**src/rtl/clock_text_renderer.sv**
```systemverilog
// clock_text_renderer
// Keeps an HH:MM:SS time of day and renders it as an 8-character "HH:MM:SS"
// text box on the VGA raster. Pixel coordinates become glyph ROM addresses
// {char_code[6:0], row[3:0]}; the ROM row byte returned one cycle later is
// turned into a registered text_on pixel. x/y -> text_on latency is 3 cycles.
//
// Ports:
//   clk, reset            clock, synchronous active-high reset
//   tick_1hz              one-cycle pulse, advances time by one second
//   set_en, set_hh/mm/ss  load a new time (out-of-range fields load as 0)
//   video_on, x, y        raster position and active-video qualifier
//   rom_addr              registered glyph ROM address
//   rom_data              glyph ROM row, bit 7 = leftmost pixel
//   text_on               registered lit-glyph pixel
//   hh, mm, ss            current time of day
//
// Build option: define COLON_BLINK_EN to blank the colons on odd seconds.
module clock_text_renderer #(
  parameter int unsigned X0          = 256,
  parameter int unsigned Y0          = 16,
  parameter int unsigned SCALE_SHIFT = 1
) (
  input  logic        clk,
  input  logic        reset,
  input  logic        tick_1hz,
  input  logic        set_en,
  input  logic [4:0]  set_hh,
  input  logic [5:0]  set_mm,
  input  logic [5:0]  set_ss,
  input  logic        video_on,
  input  logic [9:0]  x,
  input  logic [9:0]  y,
  output logic [10:0] rom_addr,
  input  logic [7:0]  rom_data,
  output logic        text_on,
  output logic [4:0]  hh,
  output logic [5:0]  mm,
  output logic [5:0]  ss
);

  localparam int unsigned BOX_W = 64 << SCALE_SHIFT;
  localparam int unsigned BOX_H = 16 << SCALE_SHIFT;
  localparam logic [10:0] X_LO  = 11'(X0);
  localparam logic [10:0] X_HI  = 11'(X0 + BOX_W);
  localparam logic [10:0] Y_LO  = 11'(Y0);
  localparam logic [10:0] Y_HI  = 11'(Y0 + BOX_H);

  localparam logic [6:0] CODE_DIGIT0 = 7'h30;
  localparam logic [6:0] CODE_COLON  = 7'h3A;

  // Split 0..59 into {tens[2:0], units[3:0]} with compares and one subtract.
  function automatic logic [6:0] split_bcd(input logic [5:0] v);
    logic [2:0] tens;
    logic [5:0] sub;
    if (v >= 6'd50) begin
      tens = 3'd5; sub = 6'd50;
    end else if (v >= 6'd40) begin
      tens = 3'd4; sub = 6'd40;
    end else if (v >= 6'd30) begin
      tens = 3'd3; sub = 6'd30;
    end else if (v >= 6'd20) begin
      tens = 3'd2; sub = 6'd20;
    end else if (v >= 6'd10) begin
      tens = 3'd1; sub = 6'd10;
    end else begin
      tens = 3'd0; sub = 6'd0;
    end
    return {tens, 4'(v - sub)};
  endfunction

  // Time of day; a load wins over a tick in the same cycle.
  always_ff @(posedge clk) begin
    if (reset) begin
      hh <= 5'd0;
      mm <= 6'd0;
      ss <= 6'd0;
    end else if (set_en) begin
      hh <= (set_hh > 5'd23) ? 5'd0 : set_hh;
      mm <= (set_mm > 6'd59) ? 6'd0 : set_mm;
      ss <= (set_ss > 6'd59) ? 6'd0 : set_ss;
    end else if (tick_1hz) begin
      if (ss == 6'd59) begin
        ss <= 6'd0;
        if (mm == 6'd59) begin
          mm <= 6'd0;
          hh <= (hh == 5'd23) ? 5'd0 : hh + 5'd1;
        end else begin
          mm <= mm + 6'd1;
        end
      end else begin
        ss <= ss + 6'd1;
      end
    end
  end

  // Box-relative coordinates and glyph cell decode.
  logic [9:0] dx, dy;
  logic [5:0] fx;
  logic [3:0] row;
  logic [2:0] char_idx, col;
  logic       in_box;

  assign dx  = x - 10'(X0);
  assign dy  = y - 10'(Y0);
  assign fx  = 6'(dx >> SCALE_SHIFT);
  assign row = 4'(dy >> SCALE_SHIFT);
  assign col = fx[2:0];

  assign in_box = video_on &&
                  ({1'b0, x} >= X_LO) && ({1'b0, x} < X_HI) &&
                  ({1'b0, y} >= Y_LO) && ({1'b0, y} < Y_HI);

  // Outside the box the character index clamps to 0; the address still moves.
  assign char_idx = in_box ? fx[5:3] : 3'd0;

  logic [6:0] hh_bcd, mm_bcd, ss_bcd;
  logic [6:0] colon_code;
  logic [6:0] char_code;

  assign hh_bcd = split_bcd({1'b0, hh});
  assign mm_bcd = split_bcd(mm);
  assign ss_bcd = split_bcd(ss);

`ifdef COLON_BLINK_EN
  // Code 0x20 reads as a blank row from the ROM, so colons vanish on odd seconds.
  assign colon_code = ss[0] ? 7'h20 : CODE_COLON;
`else
  assign colon_code = CODE_COLON;
`endif

  // Character code for the "HH:MM:SS" string position.
  always_comb begin
    char_code = colon_code;
    case (char_idx)
      3'd0:    char_code = CODE_DIGIT0 + 7'(hh_bcd[6:4]);
      3'd1:    char_code = CODE_DIGIT0 + 7'(hh_bcd[3:0]);
      3'd3:    char_code = CODE_DIGIT0 + 7'(mm_bcd[6:4]);
      3'd4:    char_code = CODE_DIGIT0 + 7'(mm_bcd[3:0]);
      3'd6:    char_code = CODE_DIGIT0 + 7'(ss_bcd[6:4]);
      3'd7:    char_code = CODE_DIGIT0 + 7'(ss_bcd[3:0]);
      default: char_code = colon_code;
    endcase
  end

  // Three-stage pixel pipeline: address, ROM wait, bit select.
  logic       in_box_d1, in_box_d2;
  logic [2:0] col_d1, col_d2;

  always_ff @(posedge clk) begin
    if (reset) begin
      rom_addr  <= 11'd0;
      in_box_d1 <= 1'b0;
      col_d1    <= 3'd0;
      in_box_d2 <= 1'b0;
      col_d2    <= 3'd0;
      text_on   <= 1'b0;
    end else begin
      rom_addr  <= {char_code, row};
      in_box_d1 <= in_box;
      col_d1    <= col;
      in_box_d2 <= in_box_d1;
      col_d2    <= col_d1;
      text_on   <= in_box_d2 & rom_data[3'd7 - col_d2];
    end
  end

endmodule

```
**config.mk**
```make
export PLATFORM = sky130hd
export DESIGN_NAME = clock_text_renderer
export DESIGN_NICKNAME = d
export VERILOG_FILES = /design/src/rtl/clock_text_renderer.sv
export SDC_FILE = /design/constraint.sdc
export NUM_CORES = 1
export LEC_CHECK = 0
export ABC_AREA = 0
export BUFFER_PORTS_ARGS = -buffer_cell sky130_fd_sc_hd__buf_2
export CAP_MARGIN = 15
export CORE_MARGIN = 1.5
export CORE_UTILIZATION = 51
export CTS_BUF_LIST = sky130_fd_sc_hd__clkbuf_16
export CTS_CLUSTER_SIZE = 25
export DETAILED_ROUTE_END_ITERATION = 10
export GPL_TIMING_DRIVEN = 0
export PLACE_DENSITY = 0.82
export SYNTH_ARGS = -nofsm -noshare
export SYNTH_HDL_FRONTEND = slang
export SYNTH_SLANG_ARGS = --single-unit
```
**constraint.sdc**
```tcl
create_clock -name clk -period 3.4 [get_ports clk]
set_input_delay 0.17 -clock clk [delete_from_list [all_inputs] [get_ports clk]]
set_output_delay 0.17 -clock clk [all_outputs]
set_load 0.02 [all_outputs]
```
==> results of run 1 <==
[final timing paths]
kind             start          end  cells after the start
max reg2reg      ss[0]  rom_addr[6]                     11
min               y[4]  rom_addr[3]                      2
max              ss[0]  rom_addr[6]                     11
min reg2reg  col_d1[1]    col_d2[1]                      1
[metal layers]
| metal | wire length, um | share of wire, % | vias up | global-route usage [%] |
|---|---|---|---|---|
| met3 | 601 | 9.7 | 13 | 5.98 |
| met2 | 2920 | 47 | 146 | 41.8 |
| li1 | - | - | 1186 | - |
| met4 | 102 | 1.7 | 0 | 9.43 |
| met1 | 2540 | 41 | 1110 | 31.9 |
| met5 | 0 | 0 | - | 0 |
[where the power goes]
part	leakage, nW	internal [W]	switching, W
logic	0.921	0.000125	0.000167
clock network	0.0762	0.000264	0.000161
registers	0.288	0.000431	0.0000225
[cells in the mapped netlist, drive strengths merged (3+ instances only)]
| master | instances | area [um^2] |
|---|---|---|
| a211oi | 13 | 97.6 |
| a21oi | 12 | 63.8 |
| a221oi | 6 | 58.8 |
| a22oi | 10 | 75.1 |
| a31oi | 4 | 25.0 |
| a41oi | 3 | 45.1 |
| and3 | 3 | 18.8 |
| buf | 12 | 78.8 |
| clkbuf | 6 | 22.5 |
| dfxtp | 35 | 701 |
| fa | 3 | 60.1 |
| ha | 10 | 125 |
| inv | 17 | 63.8 |
| nand2 | 15 | 56.3 |
| nand2b | 5 | 31.3 |
| nand3 | 10 | 50.1 |
| nand4 | 3 | 18.8 |
| nor2 | 26 | 100 |
| nor2b | 15 | 93.8 |
| nor3 | 5 | 36.3 |
| o211ai | 3 | 22.5 |
| o21ai | 13 | 65.1 |
| o22ai | 4 | 25.0 |
| xnor2 | 6 | 52.6 |
| xor2 | 4 | 35.0 |
[critical path, delay by kind of cell, from the launching register on]
family | cells | cell delay [ps]
adder cells (fa/ha/maj) | 3 | 970
AND/OR/NAND/NOR | 3 | 650
AO/OA/AOI/OAI | 3 | 470
flip-flops | 1 | 420
buffers and inverters | 1 | 150
multiplexers | 1 | 80
[cells by family after synthesis]
| family | count (synthesis) | synth area share, % |
|---|---|---|
| AO/OA/AOI/OAI | 85 | 26.5 |
| XOR/XNOR | 10 | 3.70 |
| adder cells (fa/ha/maj) | 13 | 7.82 |
| buffers and inverters | 35 | 6.97 |
| flip-flops | 35 | 29.6 |
| multiplexers | 4 | 2.80 |
| other | 1 | 0.158 |
| AND/OR/NAND/NOR | 96 | 22.5 |
[cell type report]
| type | instances | area share [%] |
|---|---|---|
| buffer | 18 | 3.45 |
| sequential | 35 | 23.8 |
| clock inverter | 3 | 0.425 |
| inverter | 17 | 2.17 |
| multi-input combinational | 209 | 51.1 |
| timing repair buffer | 74 | 12.6 |
| clock buffer | 5 | 4.25 |
| tap | 52 | 2.21 |
[sequential cells by signal (all words and copies together), names as in the netlist]
register   flops
col_d2         3
mm             6
col_d1         3
text_on        1
ss             6
rom_addr       9
in_box_d1      1
hh             5
in_box_d2      1
[metrics by stage]
| step | utilization (%) | cells | cell area [um^2] |
|---|---|---|---|
| 3_5_place_dp | 63.5 | 405 | 2800 |
| 4_1_cts | 66.6 | 413 | 2940 |
| 3_3_place_gp | 63.5 | 405 | 2800 |
| 2_1_floorplan | - | 279 | 2370 |
| 5_1_grt | 66.6 | 413 | 2940 |
| 6_report | 66.6 | 413 | 2940 |
==> impl_metrics.env, run 1 <==
export IMPL_row_count=24
export IMPL_final_clock_period_utilization_by_the_worst_path_pct=84.8
export IMPL_yosys_cell_types_count=64
export IMPL_pre_cts_slack_ps=586
export IMPL_syn_cell_area_um2=2370
export IMPL_mappedNetlistNets=342
export IMPL_die_height_um=71.2
export IMPL_clk_pin_slew_worst_paths_ps=50
export IMPL_synth_seq_area_share_pct=29.6
export IMPL_chipWidth_um=71.2
export IMPL_drt_total_wl_um=6170
export IMPL_max_slew_margin_rel_pct=52.7
export IMPL_numCtsBuffers=5
export IMPL_grt_pass1_vias=2248
export IMPL_dr_first_iter_drc_count=146
export IMPL_initial_core_util_pct=53.7
export IMPL_commonest_non_fill_non_tap_cells_in_the_layout="buf_2 (80), dfxtp_1 (35), nor2_1 (25)"
export IMPL_leakagePower_nw=1.29
export IMPL_maxCapViolCount=0
export IMPL_post_cts_resized=0
export IMPL_cts_tree="built"
export IMPL_avgSynthCellArea_um2=8.49
export IMPL_synth_edf_count=0
export IMPL_vias=2455
export IMPL_timing_max_transition_violations_final=0
export IMPL_syn_inst=279
export IMPL_register_area_um2=701
export IMPL_route_detailed_drc=0
export IMPL_design_die_area_um2=5060
export IMPL_run_status="complete, no violations"
export IMPL_grt_antenna_before_repair=0
export IMPL_grt_first_pass_wirelength_um=10100
export IMPL_cts_sink_cnt=35
export IMPL_arrival_ps=3020
export IMPL_drt_first_pass_iters=5
export IMPL_route_antenna_remaining_nets=0
export IMPL_primary_flip_flop_cell_chosen_by_synthesis_mapping="dfxtp_1"
export IMPL_pin_count=79
export IMPL_global_placement_routability_congestion=0.924
export IMPL_insertedDiodeCount=0
export IMPL_maximum_number_of_pins_on_one_net_before_global_route_repair=11
export IMPL_power_per_cell_area_nw_per_um2=398
export IMPL_clk_insertion_delay_late_ps=280
export IMPL_cts_repair_timing_setup_buffer_count=0
export IMPL_synthesis_yosys_warnings=0
export IMPL_whs_ps=79.2
export IMPL_finalHoldViolCount=0
export IMPL_timing_setup_tns_ps=0
export IMPL_timing_final_crit_period_ps=2880
export IMPL_area_growth_pct=24.2
export IMPL_detail_route_vias_per_cell=5.94
export IMPL_cts_hold_buf=0
export IMPL_synth_async_sr_flop_share_pct=0
export IMPL_critical_path_required_ps=3530
export IMPL_critical_path_peak_fanout=5
export IMPL_timing_critical_path_mode_cell="ha_1"
export IMPL_routed_wire_length_per_instance_um=14.9
export IMPL_regToRegSetupSlack_ps=520
export IMPL_clock_skew_final_ps=6.63
export IMPL_rsz0062_at_grt="no"
export IMPL_worst_setup_path_type="flip-flop to flip-flop"
export IMPL_layout_nets=423
export IMPL_post_route_cells_drive_above_1_share_pct=29.6
export IMPL_cpMaxStageDelayCell="fa_1"
export IMPL_layout_commonest_cell="buf_2"
export IMPL_fillerInstances=379
export IMPL_timing_critical_path_cells="inv_1, ha_1, nor4_4, a21oi_1, or3_4, ha_1, fa_1, mux2i_1, a22o_1, a22oi_1, nor3_1"
export IMPL_global_route_overflow_total=0
export IMPL_number_of_h_tree_levels=2
export IMPL_fmax_ghz=0.347
export IMPL_setup_violations=0
export IMPL_power_total_w=0.00117
export IMPL_startpoint_type="flip-flop"
export IMPL_timing_hold_worst_class="input port to flip-flop"
export IMPL_clk_path_buf_depth=2
export IMPL_critical_path_endpoint_type="flip-flop"
export IMPL_core_region_area_um2=4410
export IMPL_cts_root_buffer="clkbuf_16"
export IMPL_max_slew_worst_pin_slew_ps=707
export IMPL_postLayoutSetupSlackWorst_ps=516
export IMPL_ir_worst_vdd_v=0.000188
export IMPL_critical_path_max_stage_delay_ps=510
export IMPL_postSynthRegisterBits=35
export IMPL_grt_util_all_layers_pct=25.2
export IMPL_buffer_ports_inserted=74
export IMPL_area_occupied_by_multi_input_gates_um2=1500
export IMPL_dp_hpwl_um=4590
(Power assumes the default switching activity.)
==> run 2: changes to the inputs <==
--- a/config.mk
+++ b/config.mk
@@ -9,12 +9,12 @@
 export BUFFER_PORTS_ARGS = -buffer_cell sky130_fd_sc_hd__buf_2
 export CAP_MARGIN = 15
 export CORE_MARGIN = 1.5
-export CORE_UTILIZATION = 51
+export CORE_UTILIZATION = 46
 export CTS_BUF_LIST = sky130_fd_sc_hd__clkbuf_16
 export CTS_CLUSTER_SIZE = 25
 export DETAILED_ROUTE_END_ITERATION = 10
 export GPL_TIMING_DRIVEN = 0
-export PLACE_DENSITY = 0.82
+export PLACE_DENSITY = 0.78
 export SYNTH_ARGS = -nofsm -noshare
 export SYNTH_HDL_FRONTEND = slang
 export SYNTH_SLANG_ARGS = --single-unit
==> constraint.sdc (replaced) <==
create_clock -name clk -period 2.6 [get_ports clk]
set_input_delay 0.13 -clock clk [delete_from_list [all_inputs] [get_ports clk]]
set_output_delay 0.13 -clock clk [all_outputs]
set_load 0.02 [all_outputs]
==> impl_metrics.env, run 2 (synthesis gave the netlist of run 1 again) <==
export IMPL_power_per_cell_area_nw_per_um2=506
export IMPL_max_slew_margin_rel_pct=52.5
export IMPL_layout_commonest_cell="buf_2"
export IMPL_setup_worst_path_start="mm[0]"
export IMPL_core_region_area_um2=4850
export IMPL_area_growth_pct=29.3
export IMPL_rsz0062_at_grt="yes"
export IMPL_worst_r2r_cell_count=11
export IMPL_grt_first_pass_wirelength_um=9520
export IMPL_maximum_number_of_pins_on_one_net_before_global_route_repair=11
export IMPL_dpl_cell_area_um2=2830
export IMPL_fillerInstances=421
export IMPL_global_placement_routability_congestion=0.915
export IMPL_critical_path_peak_fanout=3
export IMPL_cts_root_buffer="clkbuf_16"
export IMPL_leakagePower_nw=1.29
export IMPL_row_count=25
export IMPL_clock_skew_final_ps=6.95
export IMPL_worst_setup_path_type="flip-flop to flip-flop"
export IMPL_route_detailed_drc=0
export IMPL_hp_start="y[4]"
export IMPL_run_status="complete, no violations"
export IMPL_grt_util_all_layers_pct=22.0
export IMPL_cts_sink_cnt=35
export IMPL_commonest_non_fill_non_tap_cells_in_the_layout="buf_2 (79), dfxtp_1 (31), nor2_1 (25)"
export IMPL_number_of_h_tree_levels=2
export IMPL_final_clock_period_utilization_by_the_worst_path_pct=98.5
export IMPL_grt_pass1_vias=2110
export IMPL_initial_core_util_pct=48.9
export IMPL_post_route_cells_drive_above_1_share_pct=34.2
export IMPL_drt_total_wl_um=6230
export IMPL_final_cell_area_um2=3060
export IMPL_insertedDiodeCount=0
export IMPL_whs_ps=40.8
export IMPL_drt_first_pass_iters=4
export IMPL_grt_antenna_before_repair=0
export IMPL_clk_path_buf_depth=2
export IMPL_pin_count=79
export IMPL_r2r_end="rom_addr[6]"
export IMPL_biggestRegsByFlops="rom_addr x9, mm x6, ss x6"
export IMPL_ir_worst_vdd_v=0.000404
export IMPL_area_occupied_by_multi_input_gates_um2=1570
export IMPL_clk_pin_slew_worst_paths_ps=50
export IMPL_die_height_um=74.8
export IMPL_regToRegSetupSlack_ps=40
export IMPL_setup_violations=0
export IMPL_timing_hold_worst_class="input port to flip-flop"
export IMPL_fmax_ghz=0.390
export IMPL_numCtsBuffers=5
export IMPL_design_die_area_um2=5590
export IMPL_worst_r2r_startpoint="mm[0]"
export IMPL_timing_max_transition_violations_final=0
export IMPL_routed_wire_length_per_instance_um=14.5
export IMPL_startpoint_type="flip-flop"
export IMPL_chipWidth_um=74.8
export IMPL_maxCapViolCount=0
export IMPL_largest_reg_flops=9
export IMPL_max_slew_worst_pin_slew_ps=710
export IMPL_vias=2449
export IMPL_clk_insertion_delay_late_ps=270
export IMPL_crit_end="rom_addr[6]"
export IMPL_cts_tree="built"
export IMPL_largest_register="rom_addr"
export IMPL_register_area_um2=713
export IMPL_timing_final_crit_period_ps=2560
export IMPL_global_route_overflow_total=0
export IMPL_finalHoldViolCount=0
export IMPL_critical_path_required_ps=2730
export IMPL_detail_route_vias_per_cell=5.70
export IMPL_arrival_ps=2690
export IMPL_buffer_ports_inserted=74
export IMPL_layout_nets=425
export IMPL_dr_first_iter_drc_count=139
export IMPL_route_antenna_remaining_nets=0
export IMPL_dp_hpwl_um=4520
export IMPL_critical_path_endpoint_type="flip-flop"
run 2: changes by cell type in the layout (fill, tap and decap cells not counted), moves of 3 or more:
cell,previous run,this run
inv_1,15,12
buf_4,3,6
ha_1,10,6
dfxtp_4,0,3
dfxtp_1,35,31
run 2: worst min path at each step:
stage | endpoint | slack, ps | cells after the start
2_1_floorplan | rom_addr[3] | 200 | 1
5_1_grt | rom_addr[3] | 40 | 2
4_1_cts | rom_addr[3] | 40 | 2
6_report | rom_addr[3] | 40 | 2
3_3_place_gp | rom_addr[3] | 320 | 2
3_5_place_dp | rom_addr[3] | 320 | 2
run 2: cell type report:
cell class / count / area share, %
inverter: 17 / 2.17
tap: 67 / 2.74
timing repair buffer: 76 / 12.6
sequential: 35 / 23.3
clock inverter: 3 / 0.368
buffer: 18 / 3.39
multi-input combinational: 209 / 51.4
clock buffer: 5 / 4.08
run 2: what timing repair did:
item | in CTS | in global routing
setup endpoints to repair | 2 | 2
hold endpoints to repair | 0 | 0
gates resized for setup | 5 | 17
hold buffers | 0 | 0
gates cloned | 0 | 0
pin swaps | 3 | 6
buffers inserted | 2 | 0
run 2: metrics by stage:
step                worst slack [ps]  instances  total power (W)  setup TNS (ps)  utilization, %
floorplan                       26.8        279         0.000857               0               -
global placement                -116        420         0.000970            -168            58.3
detailed placement              -139        420         0.000978            -208            58.3
CTS                             11.0        430          0.00153               0            61.6
global route                   -46.7        430          0.00163           -46.7            63.2
finish                          38.6        430          0.00155               0            63.2
run 2: power by group:
part / leakage (nW) / internal (W) / total [W] / switching (W)
clock network: 0.0701 / 0.000344 / 0.000549 / 0.000205
registers: 0.290 / 0.000564 / 0.000592 / 0.0000280
logic: 0.934 / 0.000180 / 0.000408 / 0.000228
run 2: critical path, cell delays in order, from the launching register on:
cell	delay, ps
dfxtp_4	360
inv_4	50
ha_4	160
nor4bb_2	250
a21oi_1	60
or3_1	370
o221a_4	140
ha_4	160
fa_2	560
o22ai_2	80
a22oi_2	180
nor3_2	50
run 2: routing by layer:
metal	up-vias	track usage, %	share of wire, %
li1	1196	-	-
met1	1132	27.5	42
met2	113	38.7	49
met3	8	4.02	8.4
met4	0	6.46	0.93
met5	-	0	0
